--- config.mk ---
export PLATFORM = sky130hd
export DESIGN_NAME = cordic_vector_8bit_flat
export DESIGN_NICKNAME = d
export VERILOG_FILES = /design/src/rtl/cordic_vector_8bit_if.sv /design/src/rtl/cordic_vector_8bit.sv /design/src/flat_wrapper.sv
export SDC_FILE = /design/constraint.sdc
export NUM_CORES = 1
export LEC_CHECK = 0
export CAP_MARGIN = 20
export CORE_AREA = 2 2 158 160
export DETAILED_ROUTE_END_ITERATION = 6
export DIE_AREA = 0 0 160 162
export HOLD_SLACK_MARGIN = 0.08
export PLACE_DENSITY = 0.71
export SETUP_SLACK_MARGIN = 0.15
export SLEW_MARGIN = 20
export SYNTH_ARGS = -nofsm -noshare
export SYNTH_HDL_FRONTEND = slang
export SYNTH_SLANG_ARGS = --single-unit
--- constraint.sdc ---
create_clock -name clk -period 11.5 [get_ports clk]
set_input_delay 2.3 -clock clk [delete_from_list [all_inputs] [get_ports clk]]
set_output_delay 2.3 -clock clk [all_outputs]
set_load 0.01 [all_outputs]
--- src/rtl/cordic_vector_8bit_if.sv ---
// Handshake bundle for the vectoring CORDIC: vector in, angle/magnitude/flip out.
// The master modport drives the inputs; the slave modport is the core's side.
interface cordic_vector_8bit_if;
  logic              in_valid;
  logic              in_ready;
  logic signed [7:0] x_in;
  logic signed [7:0] y_in;
  logic              out_valid;
  logic              out_ready;
  logic signed [7:0] angle_out;
  logic        [7:0] mag_out;
  logic              flip_out;

  modport master (
    output in_valid, x_in, y_in, out_ready,
    input  in_ready, out_valid, angle_out, mag_out, flip_out
  );

  modport slave (
    input  in_valid, x_in, y_in, out_ready,
    output in_ready, out_valid, angle_out, mag_out, flip_out
  );
endinterface

--- src/rtl/cordic_vector_8bit.sv ---
// Iterative vectoring CORDIC: one micro-rotation per clock, returning atan2(y,x) folded
// into [-pi/2, +pi/2] plus a flip flag, and the gain-compensated magnitude.
module cordic_vector_8bit #(
  parameter int ITERATIONS = 10,
  parameter int XY_W       = 20
) (
  input logic                 clk,
  input logic                 rst,   // active-low, asynchronous
  cordic_vector_8bit_if.slave bus
);

  localparam int             Z_W  = 18;
  localparam int             P_W  = XY_W + 11;
  localparam logic [3:0]     LAST = 4'(ITERATIONS - 1);

  typedef enum logic [1:0] {S_IDLE, S_RUN, S_SCALE, S_DONE} state_t;

  state_t                  r_state;
  state_t                  w_state_nxt;
  logic [3:0]              r_iter;
  logic signed [XY_W-1:0]  r_x;
  logic signed [XY_W-1:0]  r_y;
  logic signed [Z_W-1:0]   r_z;
  logic                    r_flip;
  logic                    r_zero;
  logic signed [7:0]       r_angle;
  logic [7:0]              r_mag;
  logic                    r_flip_out;

  logic                    w_in_ready;
  logic                    w_out_valid;
  logic                    w_accept;
  logic signed [XY_W-1:0]  w_x_ext;
  logic signed [XY_W-1:0]  w_y_ext;
  logic signed [XY_W-1:0]  w_xs;
  logic signed [XY_W-1:0]  w_ys;
  logic signed [Z_W-1:0]   w_atan;
  logic signed [XY_W-1:0]  w_x_nxt;
  logic signed [XY_W-1:0]  w_y_nxt;
  logic signed [Z_W-1:0]   w_z_nxt;

  // atan(2^-i) in S1.16, truncated toward zero
  function automatic logic signed [Z_W-1:0] atan_lut(input logic [3:0] i);
    case (i)
      4'd0:    atan_lut = 18'sd51471;
      4'd1:    atan_lut = 18'sd30385;
      4'd2:    atan_lut = 18'sd16054;
      4'd3:    atan_lut = 18'sd8149;
      4'd4:    atan_lut = 18'sd4090;
      4'd5:    atan_lut = 18'sd2047;
      4'd6:    atan_lut = 18'sd1023;
      4'd7:    atan_lut = 18'sd511;
      4'd8:    atan_lut = 18'sd255;
      4'd9:    atan_lut = 18'sd127;
      default: atan_lut = 18'sd0;
    endcase
  endfunction

  // S1.16 -> S1.6, round half up, saturate on signed overflow
  function automatic logic signed [7:0] round_angle(input logic signed [Z_W-1:0] z);
    logic signed [Z_W:0] s;
    logic signed [8:0]   r;
    s = 19'(z) + 19'sd512;
    r = s[Z_W:10];
    if (r > 9'sd127)       round_angle = 8'sh7F;
    else if (r < -9'sd128) round_angle = -8'sd128;
    else                   round_angle = r[7:0];
  endfunction

  // x * 311/512 gain compensation, S3.16 -> U1.7 with rounding, clamp to [0, 0xFF]
  function automatic logic [7:0] scale_mag(input logic signed [XY_W-1:0] x);
    logic signed [P_W-1:0] prod;
    logic signed [P_W-1:0] q;
    prod = P_W'(x) * P_W'(311);
    prod = prod + P_W'(1 << 17);
    q    = prod >>> 18;
    if (q[P_W-1])             scale_mag = 8'h00;
    else if (q > P_W'(255))   scale_mag = 8'hFF;
    else                      scale_mag = q[7:0];
  endfunction

  assign w_x_ext = {{(XY_W-16){bus.x_in[7]}}, bus.x_in[6:0], 9'b0};
  assign w_y_ext = {{(XY_W-16){bus.y_in[7]}}, bus.y_in[6:0], 9'b0};
  assign w_accept = bus.in_valid && w_in_ready;

  // micro-rotation: drive y toward zero, both updates from pre-iteration x/y
  always_comb begin
    w_xs   = r_x >>> r_iter;
    w_ys   = r_y >>> r_iter;
    w_atan = atan_lut(r_iter);
    if (!r_y[XY_W-1]) begin
      w_x_nxt = r_x + w_ys;
      w_y_nxt = r_y - w_xs;
      w_z_nxt = r_z + w_atan;
    end else begin
      w_x_nxt = r_x - w_ys;
      w_y_nxt = r_y + w_xs;
      w_z_nxt = r_z - w_atan;
    end
  end

  always_ff @(posedge clk or negedge rst) begin
    if (!rst) begin
      r_state <= S_IDLE;
      r_iter  <= 4'd0;
    end else begin
      r_state <= w_state_nxt;
      r_iter  <= (r_state == S_RUN) ? r_iter + 4'd1 : 4'd0;
    end
  end

  always_comb begin
    w_state_nxt = r_state;
    case (r_state)
      S_IDLE:  if (w_accept)          w_state_nxt = S_RUN;
      S_RUN:   if (r_iter == LAST)    w_state_nxt = S_SCALE;
      S_SCALE:                        w_state_nxt = S_DONE;
      S_DONE:  if (bus.out_ready)     w_state_nxt = S_IDLE;
      default:                        w_state_nxt = S_IDLE;
    endcase
  end

  always_comb begin
    w_in_ready  = (r_state == S_IDLE) && rst;
    w_out_valid = (r_state == S_DONE);
  end

  // Left half-plane inputs are mirrored through the origin so the iteration converges.
  always_ff @(posedge clk) begin
    if (w_accept) begin
      r_x    <= bus.x_in[7] ? -w_x_ext : w_x_ext;
      r_y    <= bus.x_in[7] ? -w_y_ext : w_y_ext;
      r_z    <= '0;
      r_flip <= bus.x_in[7];
      r_zero <= (bus.x_in == 8'sd0) && (bus.y_in == 8'sd0);
    end else if (r_state == S_RUN) begin
      r_x <= w_x_nxt;
      r_y <= w_y_nxt;
      r_z <= w_z_nxt;
    end
  end

  always_ff @(posedge clk or negedge rst) begin
    if (!rst) begin
      r_angle    <= '0;
      r_mag      <= '0;
      r_flip_out <= 1'b0;
    end else if (r_state == S_SCALE) begin
      r_angle    <= r_zero ? 8'sd0 : round_angle(r_z);
      r_mag      <= r_zero ? 8'd0  : scale_mag(r_x);
      r_flip_out <= r_zero ? 1'b0  : r_flip;
    end
  end

  assign bus.in_ready  = w_in_ready;
  assign bus.out_valid = w_out_valid;
  assign bus.angle_out = r_angle;
  assign bus.mag_out   = r_mag;
  assign bus.flip_out  = r_flip_out;

endmodule

--- src/flat_wrapper.sv ---
// flat-port wrapper written by rule: the top's interface ports become plain ports
module cordic_vector_8bit_flat 
#(
  parameter int ITERATIONS = 10,
  parameter int XY_W       = 20
)
  (clk, rst, bus_in_valid, bus_x_in, bus_y_in, bus_out_ready, bus_in_ready, bus_out_valid, bus_angle_out, bus_mag_out, bus_flip_out);
  cordic_vector_8bit_if bus_i ();
  input logic clk;
  input logic rst;
  input wire logic [$bits(bus_i.in_valid)-1:0] bus_in_valid;
  input wire logic [$bits(bus_i.x_in)-1:0] bus_x_in;
  input wire logic [$bits(bus_i.y_in)-1:0] bus_y_in;
  input wire logic [$bits(bus_i.out_ready)-1:0] bus_out_ready;
  output wire logic [$bits(bus_i.in_ready)-1:0] bus_in_ready;
  output wire logic [$bits(bus_i.out_valid)-1:0] bus_out_valid;
  output wire logic [$bits(bus_i.angle_out)-1:0] bus_angle_out;
  output wire logic [$bits(bus_i.mag_out)-1:0] bus_mag_out;
  output wire logic [$bits(bus_i.flip_out)-1:0] bus_flip_out;
  assign bus_i.in_valid = bus_in_valid;
  assign bus_i.x_in = bus_x_in;
  assign bus_i.y_in = bus_y_in;
  assign bus_i.out_ready = bus_out_ready;
  assign bus_in_ready = bus_i.in_ready;
  assign bus_out_valid = bus_i.out_valid;
  assign bus_angle_out = bus_i.angle_out;
  assign bus_mag_out = bus_i.mag_out;
  assign bus_flip_out = bus_i.flip_out;
  cordic_vector_8bit #(.ITERATIONS(ITERATIONS), .XY_W(XY_W)) u_core (.clk(clk), .rst(rst), .bus(bus_i));
endmodule
; ---- After elaboration in Yosys (flattened, before gate mapping)
; Memory sizes are Yosys's and may differ from the RTL's.
; Index checks and enable logic that the tools add are counted.
[word_totals]
regBits = 83
romBits = 256
in_bits = 20
out_inout_bits = 19
wordCells = 64
n_memories = 1
[op_classes]
add_sub_neg = 11
n_mul = 1
magnitude_cmp = 3
eq_ne = 7
n_shift = 2
mux = 21
n_reduce_logical = 8
[memory_table]
columns = memory, words, word_bits, read_ports, rd_ports_with_merged_regs, wr, line_no
row1 = (name not given), 16, 16, 1, 0, 0, cordic_vector_8bit.sv:44  ; case (i)
[op_table]
columns = op, n
row1 = 2-to-1 mux 20 bit, 8
row2 = 2-to-1 mux 8 bit, 6
row3 = adder 20 bit, 2
row4 = negation 17 -> 20 bit, 2
row5 = >>> shifter 20 x 4 -> 20 bit, 2
row6 = subtractor 20 bit, 2
row7 = adder 30 x 19 -> 31 bit (second input constant), 1
row8 = multiplier 20 x 10 -> 30 bit (second input constant), 1
row9 = adder 18 x 11 -> 19 bit (second input constant), 1
row10 = adder 18 bit, 1
row11 = 2-to-1 mux 18 bit, 1
row12 = subtractor 18 bit, 1
row13 = zero test 8 bit, 2
row14 = greater-than comparator 13 x 9 -> 1 bit (second input constant), 1
row15 = greater-than comparator 9 x 8 -> 1 bit (second input constant), 1
row16 = < comparator 9 x 8 -> 1 bit (second input constant), 1
row17 = case mux 2 bit (4 select lines), 1
row18 = 2-to-1 mux 2 bit, 3
row19 = adder 4 x 1 -> 4 bit (second input constant), 1
row20 = equality test 2 bit (second input constant), 2
row21 = equality test 4 bit (second input constant), 1
row22 = 2-to-1 mux 4 bit, 1
row23 = != test 2 bit (second input constant), 2
row24 = logical AND 1 bit, 3
row25 = other kinds (6), 6

; ---- Depth between registers and ports, before layout
[depth]
depth_word = 6
depth_mapped = 23
mapped_depth_nobuf = 19

; ---- Worst setup path before layout
; No wires, ideal clock.
[synth_timing]
kind = register to register
startpoint = register u_core.r_x[19]
endpoint = register u_core.r_mag[0], in the netlist u_core.bus.mag_out[0]
setup_time_ps = 121
arrival_time_ps = 5242
required_ps = 11379
path_slack_ps = 6137
stages_incl_launch_ff = 20
path_buffers = 1
synth_period_minus_slack_ps = 5363
path_cell_list = edfxtp_1 -> ha_1 -> inv_1 -> fa_1 -> fa_1 -> fa_1 -> inv_1 -> fa_1 -> inv_1 -> ha_1 -> clkbuf_1 -> and4_1 -> and3_1 -> a32oi_1 -> a221o_1 -> a211o_1 -> a21oi_1 -> a32oi_1 -> o21bai_1 -> a22o_1
[synth_via]
elab_chain_len = 6
[synth_lines]
columns = element, line_no
row1 = start: declaration, cordic_vector_8bit.sv:21  ; logic signed [XY_W-1:0] r_x;
row2 = start signal: assignment, cordic_vector_8bit.sv:131  ; r_x <= bus.x_in[7] ? -w_x_ext : w_x_ext;
row3 = start signal: assignment, cordic_vector_8bit.sv:137  ; r_x <= w_x_nxt;
row4 = multiplier 20 x 10 -> 30 bit *, cordic_vector_8bit.sv:74  ; prod = P_W'(x) * P_W'(311);
row5 = adder 30 x 19 -> 31 bit *, cordic_vector_8bit.sv:75  ; prod = prod + P_W'(1 << 17);
row6 = greater-than comparator 13 x 9 -> 1 bit, cordic_vector_8bit.sv:78  ; else if (q > P_W'(255)) scale_mag = 8'hFF;
row7 = 2-to-1 mux 8 bit, cordic_vector_8bit.sv:78
row8 = 2-to-1 mux 8 bit *, cordic_vector_8bit.sv:77  ; if (q[P_W-1]) scale_mag = 8'h00;
row9 = 2-to-1 mux 8 bit *, cordic_vector_8bit.sv:150  ; r_mag <= r_zero ? 8'd0 : scale_mag(r_x);
row10 = end signal: assignment, cordic_vector_8bit.sv:150
row11 = end: declaration, cordic_vector_8bit.sv:27  ; logic [7:0] r_mag;
; Every way passes the cells marked *; elsewhere a longest branch is shown, timed or not.
; A chain may end at the register's enable or synchronous reset.

; ---- Worst setup path in the final report
[layout_timing]
startpoint = input port rst
endpoint = output port bus_in_ready
[layout_via]
elab_chain_len = 1
[layout_lines]
columns = element, line_no
row1 = start: declaration, flat_wrapper.sv:10  ; input logic rst;
row2 = logical AND 1 bit, cordic_vector_8bit.sv:124  ; w_in_ready = (r_state == S_IDLE) && rst;
row3 = end: declaration, flat_wrapper.sv:15  ; output wire logic [$bits(bus_i.in_ready)-1:0] bus_in_ready;
; Every way passes these cells.

==> reports/results.ini <==
[outcome]
status=finished with violations
violations=design-rule violations

[logic_synthesis]
ys_async_sr_fraction_pct=27.7
synth_top_cell_by_area=ha_1
synth_top_family_by_area=adder cells
syn_inst=1476
syn-num-nets=1743
avgSynthCellArea_um2=8.92
synth-adder-area-share_pct=27.8
synthMuxAreaShare_pct=10.3
yosysSeqAreaShare_pct=16.7
synth_edf_count=42
yosys-top-cells-area=ha_1, fa_1, edfxtp_1
yosys.area_share.simple_pct=13.6
ys.flop_type=edfxtp_1
synth_compound_area_share_pct=18.0
yosys_warnings=0
synth_top_area_share_pct=16.6
ys_seq_elements=83
synth-xor-area-share_pct=6.99
syn_area_mm2=0.0132
synth_cell_types=80

[timing]
min_period_over_period_pct=52.9
slew_violations=0
rsz0062_at_grt=false
tightest_slew_ns=1.03
relSlewSlack_pct=31.4
setup_tns_ns=0
hold_violations=0
fin_crit_ns=6.08
fmax_mhz=165
setup_viol=0
skew_ns=0.0109

[global_route]
grt_remaining_overflow=0
grt_antenna_before_repair=0
grt_usage_pct=24.2
grt_max_degree=69
grt_pass1_wl_um=52100
grt_pass1_vias=10500

[critical_path]
cp.depth=4
cp_max_fo=24
crit_chain=clkdlybuf4s50_1 > buf_4 > and2_1 > clkdlybuf4s50_1
endpoint=bus_in_ready
required_ns=9.20
crit_family=buffers and inverters
r2r_slack_ns=5.55
cp-startpoint=rst
max_stage_delay_ns=0.53
crit_top_cell=clkdlybuf4s50_1
arrival_ns=3.78
reg2reg_from=u_core.r_iter[0]
slowest_stage=clkdlybuf4s50_1
crit_path_end_kind=output pin
r2r-end=u_core.r_x[19]
criticalPathCategory=in2out
reg2reg_depth=18
startpoint_type=input port
critPathBufInv=3

[drt]
first_pass_iters=7
drt-total-wl_um=30700
drt_iter0_markers=959
wire_per_inst_um=16.9
drc=2
vias=10800
viasPerCell=5.99
antenna_left=0

[clock_network]
clock_latency_ns=0.35
clock_tree.htree_level_count=3
ctsHoldBuffers=0
cts_resized=0
cts_setup_buffers=0
clock_path_buffers=2
cts_buffers=9
cts_tree=built
root_buffer=clkbuf_16
cts.sinks=83
clkTransAtPathRegs_ns=0.07

[floorplanning]
die_area_mm2=0.0259
die_w_um=160
initial_core_util_pct=54.6
row_count=57
die_height_um=162
core_mm2=0.0241
num_io_pins=39

[placed_design]
port_buffers=38
dpl.hpwl_um=23700
routabilityCongestion=0.888

[layout]
fillCellCount=2178
drive_above_1_share_pct=6.59
final_common_cell=ha_1
areaGrowthSynthToFinish_pct=7.06
n_antenna_cell=0
final_nets=1748
final_cell_mix=ha_1, inv_1, nor2_1, a21oi_1, fa_1

[job]
maxCapViolations=0

[min_path]
holdCritPathClass=reg2reg

-- metrics by stage --
step                instance area, µm²  utilization [%]  instances  setup WS (ns)  hold WS (ns)
floorplan                        13200                -       1476           6.14         0.466
CTS                              14100             58.5       1810           5.39         0.497
detailed placement               13800             57.3       1794           5.39         0.476
global route                     14100             58.5       1810           5.20         0.502
global placement                 13800             57.3       1794           5.39         0.470
finish                           14100             58.5       1810           5.42         0.494
-- how the worst min path moves through the flow --
stage	start	end	slack [ns]	depth (start not counted)
5_1_grt	u_core.bus.mag_out[5]	u_core.bus.mag_out[5]	0.50	1
2_1_floorplan	u_core.r_flip	u_core.bus.flip_out	0.47	2
3_3_place_gp	u_core.bus.mag_out[1]	u_core.bus.mag_out[1]	0.47	1
4_1_cts	u_core.r_flip	u_core.bus.flip_out	0.50	2
3_5_place_dp	u_core.bus.angle_out[2]	u_core.bus.angle_out[2]	0.48	1
6_report	u_core.bus.angle_out[5]	u_core.bus.angle_out[5]	0.49	1
-- state kept, by name, summed over array words and instances, names as in the netlist --
register / count
u_core.r_x: 20
u_core.r_flip: 1
u_core.bus.flip_out: 1
u_core.r_state: 2
u_core.r_zero: 1
u_core.r_iter: 4
u_core.r_z: 18
u_core.r_y: 20
u_core.bus.mag_out: 8
u_core.bus.angle_out: 8
-- worst reg2reg max path, stage by stage (launching register included) --
cell     delay (ns)
dfrtp_2        0.34
buf_4          0.59
mux4_1         0.79
mux4_1         0.58
or2_4          0.28
nor3_4         0.21
and3_1         0.20
a21oi_1        0.08
xnor2_1        0.17
ha_1           0.35
nand2_1        0.11
nand2_1        0.08
or3_1          0.32
o21ai_0        0.38
a21oi_1        0.18
a41o_1         0.30
nor4_1         0.30
nor4_1         0.13
mux2_2         0.31
-- cell families after synthesis --
kind of cell,count (synthesis)
multiplexers,85
adder cells (fa/ha/maj),250
AND/OR/NAND/NOR,371
XOR/XNOR,105
AO/OA/AOI/OAI,358
flip-flops,83
buffers and inverters,224
-- final cells by class --
cell class	instances	area, µm²	area share [%]
Multi-Input combinational cell	1169	10100	71.6
Tap cell	324	405	2.88
Clock buffer	9	225	1.60
Timing Repair Buffer	51	478	3.39
Sequential cell	83	2200	15.6
Clock inverter	7	62.6	0.444
Inverter	167	627	4.45
-- synth_stat cells, types with 7 or more instances --
cell       instances
edfxtp_1          42
a21oi_1          106
o2bb2ai_1         16
nor2b_1           13
a211oi_1          20
a21boi_0           8
o31ai_1            7
nand3_1           29
nand2b_1          22
mux4_2            34
or2_2              8
and2_1            19
o22ai_1           11
nor3_1            23
or3_1              9
mux2i_1           31
dfxtp_1           18
a31oi_1           13
clkbuf_1          38
xor2_1            43
dfrtp_1           23
o21a_1            13
inv_1            165
ha_1             175
buf_1              8
xnor2_1           62
mux2_2            16
nand2_1           67
buf_2              9
fa_1              72
nor2_1           142
a21o_1            24
o21ai_0           63
a22o_1             7
and3_1            10
-- per-layer routing --
layer	share of wire [%]	up-vias	track usage [%]	routed length, µm
met1	46	5212	33.5	14200
met3	4.5	35	2.76	1400
met2	47	288	41.1	14500
li1	-	5304	-	-
met4	1.7	0	5.65	511
met5	0	-	0	0
Power is not shown: default switching activity piles up to over one toggle a cycle in this logic, so the estimate is an artifact.
